File: config.mk
export PLATFORM = sky130hd
export DESIGN_NAME = sbox_arbiter_flat
export DESIGN_NICKNAME = d
export VERILOG_FILES = /design/src/rtl/sbox_arbiter_if.sv /design/src/rtl/sbox_arbiter.sv /design/src/flat_wrapper.sv
export SDC_FILE = /design/constraint.sdc
export NUM_CORES = 2
export LEC_CHECK = 0
export CORE_ASPECT_RATIO = 0.5
export CORE_MARGIN = 2
export CORE_UTILIZATION = 57
export CTS_BUF_LIST = sky130_fd_sc_hd__clkbuf_4 sky130_fd_sc_hd__clkbuf_8 sky130_fd_sc_hd__clkbuf_16
export DETAILED_ROUTE_END_ITERATION = 10
export GPL_TIMING_DRIVEN = 0
export HOLD_SLACK_MARGIN = 0.15
export MAX_ROUTING_LAYER = met4
export PLACE_DENSITY = 0.83
export SETUP_SLACK_MARGIN = 0.05
export SLEW_MARGIN = 20
export SYNTH_ARGS = -nofsm -noshare
export SYNTH_HDL_FRONTEND = slang
export SYNTH_SLANG_ARGS = --single-unit
File: constraint.sdc
create_clock -name clk -period 49.8 [get_ports clk]
set_input_delay 9.96 -clock clk [delete_from_list [all_inputs] [get_ports clk]]
set_output_delay 9.96 -clock clk [all_outputs]
set_load 0.1 [all_outputs]
File: src/rtl/sbox_arbiter_if.sv
// Requester-side bundle for the shared S-box arbiter: the state (SubBytes) and key-word
// (SubWord) job channels plus the busy flag.
interface sbox_arbiter_if;
    logic         st_valid;
    logic         st_ready;
    logic [127:0] st_din;
    logic [127:0] st_dout;
    logic         st_done;

    logic         kw_valid;
    logic         kw_ready;
    logic [31:0]  kw_din;
    logic [31:0]  kw_dout;
    logic         kw_done;

    logic         busy;

    modport master (
        output st_valid, st_din, kw_valid, kw_din,
        input  st_ready, st_dout, st_done, kw_ready, kw_dout, kw_done, busy
    );

    modport slave (
        input  st_valid, st_din, kw_valid, kw_din,
        output st_ready, st_dout, st_done, kw_ready, kw_dout, kw_done, busy
    );
endinterface

File: src/rtl/sbox_arbiter.sv
// Round-robin shared pool of LANES registered AES S-boxes serving one 128-bit state job
// or one 32-bit key-word job at a time; bytes stream over 16/LANES or 4/LANES beats.
module sbox_arbiter #(
    parameter int LANES = 4
) (
    input logic           clk,
    input logic           rst,
    sbox_arbiter_if.slave bus
);
    typedef enum logic [1:0] {IDLE, ISSUE, DRAIN} state_t;
    typedef enum logic {ST, KW} req_t;

    localparam logic [3:0] ST_LAST = 4'(16 / LANES - 1);
    localparam logic [3:0] KW_LAST = 4'(4 / LANES - 1);
    localparam logic [3:0] LANES_W = 4'(LANES);

    function automatic logic [7:0] gf_mul(input logic [7:0] a, input logic [7:0] b);
        logic [7:0] p;
        logic [7:0] x;
        p = '0;
        x = a;
        for (int i = 0; i < 8; i++) begin
            if (b[i]) p = p ^ x;
            x = {x[6:0], 1'b0} ^ (x[7] ? 8'h1b : 8'h00);
        end
        return p;
    endfunction

    // Inverse as a^254 (the product a^2 * a^4 * ... * a^128), then the AES affine map.
    function automatic logic [7:0] sbox_byte(input logic [7:0] a);
        logic [7:0] sq;
        logic [7:0] b;
        sq = a;
        b  = 8'h01;
        for (int i = 1; i < 8; i++) begin
            sq = gf_mul(sq, sq);
            b  = gf_mul(b, sq);
        end
        return b ^ {b[6:0], b[7]} ^ {b[5:0], b[7:6]} ^ {b[4:0], b[7:5]} ^ {b[3:0], b[7:4]} ^ 8'h63;
    endfunction

    state_t       state;
    req_t         last_grant;
    req_t         job;
    logic [3:0]   beat;
    logic [3:0]   last_beat;
    logic [7:0]   job_buf  [16];
    logic [7:0]   res_buf  [16];
    logic [7:0]   res_next [16];
    logic [7:0]   lane_in  [LANES];
    logic         wr_en;
    logic [3:0]   wr_beat;
    logic         st_fire;
    logic         kw_fire;
    logic         st_done;
    logic         kw_done;
    logic         busy;
    logic [127:0] st_dout;
    logic [31:0]  kw_dout;

    // On a tie the requester that was not granted last gets the slot.
    assign bus.st_ready = ~rst & (state == IDLE) & (~bus.kw_valid | (last_grant == KW));
    assign bus.kw_ready = ~rst & (state == IDLE) & (~bus.st_valid | (last_grant == ST));
    assign st_fire      = bus.st_valid & bus.st_ready;
    assign kw_fire      = bus.kw_valid & bus.kw_ready;

    assign bus.st_done  = st_done;
    assign bus.kw_done  = kw_done;
    assign bus.st_dout  = st_dout;
    assign bus.kw_dout  = kw_dout;
    assign bus.busy     = busy;

    // NOTE: job_buf and res_buf are pure data storage, always fully rewritten before use, so they get no reset.
    always_ff @(posedge clk) begin
        if (st_fire) begin
            for (int i = 0; i < 16; i++) job_buf[i] <= bus.st_din[127 - 8*i -: 8];
        end else if (kw_fire) begin
            for (int i = 0; i < 4; i++) job_buf[i] <= bus.kw_din[31 - 8*i -: 8];
        end
        if (wr_en) begin
            for (int i = 0; i < 16; i++) res_buf[i] <= res_next[i];
        end
    end

    // S-box input registers; lane 0 carries the lowest byte index of the beat.
    always_ff @(posedge clk) begin
        if (rst) begin
            for (int j = 0; j < LANES; j++) lane_in[j] <= 8'h00;
            wr_en   <= 1'b0;
            wr_beat <= '0;
        end else begin
            wr_en   <= (state == ISSUE);
            wr_beat <= beat;
            for (int j = 0; j < LANES; j++) begin
                lane_in[j] <= (state == ISSUE) ? job_buf[beat * LANES_W + 4'(j)] : 8'h00;
            end
        end
    end

    // NOTE: every res_next entry is defaulted before the conditional writes, so no latch can form.
    always_comb begin
        for (int i = 0; i < 16; i++) res_next[i] = res_buf[i];
        if (wr_en) begin
            for (int j = 0; j < LANES; j++) begin
                res_next[wr_beat * LANES_W + 4'(j)] = sbox_byte(lane_in[j]);
            end
        end
    end

    // NOTE: all state here uses <= so each flop sees pre-edge values regardless of statement order.
    always_ff @(posedge clk) begin
        if (rst) begin
            state      <= IDLE;
            beat       <= '0;
            last_beat  <= '0;
            last_grant <= ST;
            job        <= ST;
            st_done    <= 1'b0;
            kw_done    <= 1'b0;
            busy       <= 1'b0;
            st_dout    <= '0;
            kw_dout    <= '0;
        end else begin
            st_done <= 1'b0;
            kw_done <= 1'b0;
            unique case (state)
                IDLE: begin
                    if (st_fire || kw_fire) begin
                        state      <= ISSUE;
                        busy       <= 1'b1;
                        beat       <= '0;
                        job        <= st_fire ? ST : KW;
                        last_grant <= st_fire ? ST : KW;
                        last_beat  <= st_fire ? ST_LAST : KW_LAST;
                    end
                end
                ISSUE: begin
                    if (beat == last_beat) state <= DRAIN;
                    else                   beat  <= beat + 4'd1;
                end
                DRAIN: begin
                    // The final beat lands in res_next this cycle, so the output is taken from it.
                    state <= IDLE;
                    busy  <= 1'b0;
                    if (job == ST) begin
                        st_done <= 1'b1;
                        for (int i = 0; i < 16; i++) st_dout[127 - 8*i -: 8] <= res_next[i];
                    end else begin
                        kw_done <= 1'b1;
                        for (int i = 0; i < 4; i++) kw_dout[31 - 8*i -: 8] <= res_next[i];
                    end
                end
                default: state <= IDLE;
            endcase
        end
    end
endmodule

File: src/flat_wrapper.sv
// flat-port wrapper written by rule: the top's interface ports become plain ports
module sbox_arbiter_flat 
#(
    parameter int LANES = 4
)
  (clk, rst, bus_st_valid, bus_st_din, bus_kw_valid, bus_kw_din, bus_st_ready, bus_st_dout, bus_st_done, bus_kw_ready, bus_kw_dout, bus_kw_done, bus_busy);
  sbox_arbiter_if bus_i ();
  input logic clk;
  input logic rst;
  input wire logic [$bits(bus_i.st_valid)-1:0] bus_st_valid;
  input wire logic [$bits(bus_i.st_din)-1:0] bus_st_din;
  input wire logic [$bits(bus_i.kw_valid)-1:0] bus_kw_valid;
  input wire logic [$bits(bus_i.kw_din)-1:0] bus_kw_din;
  output wire logic [$bits(bus_i.st_ready)-1:0] bus_st_ready;
  output wire logic [$bits(bus_i.st_dout)-1:0] bus_st_dout;
  output wire logic [$bits(bus_i.st_done)-1:0] bus_st_done;
  output wire logic [$bits(bus_i.kw_ready)-1:0] bus_kw_ready;
  output wire logic [$bits(bus_i.kw_dout)-1:0] bus_kw_dout;
  output wire logic [$bits(bus_i.kw_done)-1:0] bus_kw_done;
  output wire logic [$bits(bus_i.busy)-1:0] bus_busy;
  assign bus_i.st_valid = bus_st_valid;
  assign bus_i.st_din = bus_st_din;
  assign bus_i.kw_valid = bus_kw_valid;
  assign bus_i.kw_din = bus_kw_din;
  assign bus_st_ready = bus_i.st_ready;
  assign bus_st_dout = bus_i.st_dout;
  assign bus_st_done = bus_i.st_done;
  assign bus_kw_ready = bus_i.kw_ready;
  assign bus_kw_dout = bus_i.kw_dout;
  assign bus_kw_done = bus_i.kw_done;
  assign bus_busy = bus_i.busy;
  sbox_arbiter #(.LANES(LANES)) u_core (.clk(clk), .rst(rst), .bus(bus_i));
endmodule
==> out/results.md <==
• **run status** complete, no violations
• **Yosys warning count** 0
• **netlist area before placement** 74200 sq um
• **number of buffers inserted to repair setup after CTS** 0
• **cell type with the largest total area after synthesis** xnor2_1
• **antenna viol nets, final** 0
• **number of global-route vias before repair** 66100
• **Yosys reg bits** 464
• **Routed WL per cell** 19.8 um
• **weighted congestion at the end of routability-driven global placement** 1.02
• **number of nets in the final layout** 10000
• **maximum number of pins on one net before global-route repair** 54
• **Crit Path Category** primary input to output pin
• **number of violations reported at the end of detailed-routing iteration 0** 9383
• **Hold Buf Count CTS** 0
• **Async S/R FF share, synth** 0%
• **register-to-register path setup slack** 29050 ps
• **minimum clock period after layout** 22490 ps
• **number of buffers inserted during clock tree synthesis** 46
• **final critical-path share of the clock period** 45.2%
• **post-cts resize count** 0
• **Overflow after GRT** 0
• **Max clock buf depth** 3
• **port bufs** 328
• **endpoint of the worst hold path** u_core.bus.kw_dout[25]$_SDFFE_PP0P_
• **number of H-tree levels** 2
• **Layout Cell Area excl Fill** 81400 sq um
• **Die X-Extent** 514 um
• **detailed placement HPWL** 172000 um
• **reg-to-reg critical path endpoint** u_core.res_buf[0][30]$_DFFE_PP_
• **final worst clock skew** 42.8 ps
• **initial core utilization** 57.5%
• **fmax** 0.0445 GHz
• **worst hold slack across all endpoints** 454 ps
• **Synth Net Count** 9620
• **leading cell types by count after synthesis** xnor2_1 (1563), nor2_1 (1458), nand2_1 (953)
• **synthesized instance count** 9427
• **fill count** 11100
• **setup-violating endpoint count in the final report** 0
• **overall via count from detail_route** 71800
• **multi-input gate area in the final layout** 59100 sq um
• **Arrival @ worst endpoint** 12530 ps
• **Post-synth EDFFs** 256
• **register area** 11900 sq um
• **Skew-Pair Late Insertion Delay** 610 ps
• **Top FF cell, synth** edfxtp_1
• **clk sink count** 464
• **worst max-slew margin expressed relative to the limit** 19.7%
• **largest cells by area after synthesis** xnor2_1 (18%), edfxtp_1 (10%), xnor3_1 (8.1%)
• **CTS clk-pin slew, worst paths** 60 ps
• **RSZ-0062 raised after global routing** no
• **most common cell in the synthesized netlist** xnor2_1
• **start of the worst register-to-register path** u_core.lane_in[0][29]$_SDFF_PP0_
• **number of detailed-route iterations in the first pass** 8
• **maximum fanout along the worst path** 5
• **aggregate negative setup slack** 0 ps
• **Avg Synthesized Cell Area** 7.87 sq um
• **ratio of cells with drive above 1 in the final layout** 6.69%
• **IO Count** 329
• **worst r2r path cells** 67
• **aggregate global-route resource usage** 33.7%
• **number of max-slew violations in the final report** 0
• **remaining routing DRC violations** 0
• **depth of the worst hold-timing path** 2
• **CTS root buf** clkbuf_16
• **worst slack at placement** 27340 ps
• **Final Hold Fails** 0
• **class of the tightest hold or removal check** flip-flop to flip-flop
• **overall die height** 259 um
• **post-route setup slack** 27310 ps
• **standard cell core area** 129000 sq um
• **wire length of the first global-routing pass** 361000 um
• **portion of synthesized cell area occupied by the leading cell type** 18.5%
• **area delta synth->final** 9.70%
• **max_cap viols** 0
• **post-synthesis sequential area ratio** 16.0%
• **CP Data Required Time** 39840 ps
• **kind of launch point of the worst setup path** primary input
• **capturing element type of the critical path** output pin
• **count of unique library cells instantiated by Yosys** 125
• **sum of routed wire length over all layers** 229000 um
• **slew at the pin closest to its max-slew limit** 1200 ps
• **initial antenna violation count** 5
• **TritonCTS clock tree** done
• **Total Die Area** 133000 sq um
• **per-cell via count in the routed design** 6.21
• **startpoint of the worst hold path** u_core.bus.kw_dout[25]$_SDFFE_PP0P_
• **number of core rows** 93
• **total cell area at the placement stage** 79700 sq um
-- worst max-delay path, stage by stage --
cell and delay, ps:
clkdlybuf4s50_1 570, or3_1 430, a21oi_1 300, clkdlybuf4s50_1 1260
-- registers in the layout, summed over array words and instances (netlist names), named ones only --
signal / cells
u_core.bus.st_dout: 128
u_core.job_buf: 128
u_core.res_buf: 128
u_core.bus.kw_dout: 32
u_core.lane_in: 32
u_core.beat: 4
u_core.state: 2
u_core.wr_beat: 2
u_core.bus.busy: 1
u_core.bus.kw_done: 1
u_core.bus.st_done: 1
u_core.last_beat: 1
u_core.last_grant: 1
u_core.wr_en: 1
-- cell usage in the layout (no fill, tap or decap), types with 207 or more instances in the layout --
cell	Yosys	routed
a21oi_1	558	558
clkbuf_1	391	391
clkdlybuf4s50_1	0	325
dfxtp_1	208	207
edfxtp_1	256	256
nand2_1	953	953
nor2_1	1458	1458
nor3_1	254	254
o21ai_0	395	395
xnor2_1	1563	1553
xnor3_1	268	268
xor2_1	460	460
-- through the flow --
stage | std cells | util [%]
3_5_place_dp | 11500 | 61.8
4_1_cts | 11600 | 63.1
6_report | 11600 | 63.1
3_3_place_gp | 11500 | 61.7
2_1_floorplan | 9427 | -
5_1_grt | 11600 | 63.1
-- routing by layer --
| metal | GRT usage (%) | up-vias | share of wire (%) |
|---|---|---|---|
| met5 | - | - | 0 |
| met1 | 43.2 | 33800 | 41 |
| li1 | - | 33500 | - |
| met4 | 13.3 | 0 | 4.4 |
| met2 | 54.9 | 3882 | 47 |
| met3 | 3.07 | 622 | 8.2 |
-- worst max path at each step --
stage	startpoint	to	slack, ps	depth (start not counted)
6_report	rst	bus_st_ready	27310	4
5_1_grt	rst	bus_st_ready	27320	4
4_1_cts	rst	bus_st_ready	27340	4
3_5_place_dp	rst	bus_st_ready	27340	4
3_3_place_gp	rst	bus_st_ready	27350	4
2_1_floorplan	rst	bus_kw_ready	28010	2
-- area by class of cell --
class / instances / share of cell area (%)
multi-input cells: 8184 / 72.6
plain buffers: 642 / 3.48
repair buffers: 332 / 4.14
diodes: 4 / 0.0123
flip-flops and latches: 464 / 14.6
well taps: 1710 / 2.63
inverters: 137 / 0.632
clock inverters: 14 / 0.229
clock buffers: 71 / 1.72
-- cells by family after synthesis --
logic type / count (synthesis) / share of synthesized area (%)
AOI/OAI and AO/OA: 2041 / 17.8
buffers and inverters: 779 / 4.52
adders and majority gates: 30 / 0.503
xor gates and xnor gates: 2473 / 36.8
muxes: 312 / 4.93
DFF: 464 / 16.0
and+or+nand+nor: 3328 / 19.4
Power is left out: the tool's default activity adds up to more than one toggle a clock period on the data nets, which glitch-free logic cannot reach.
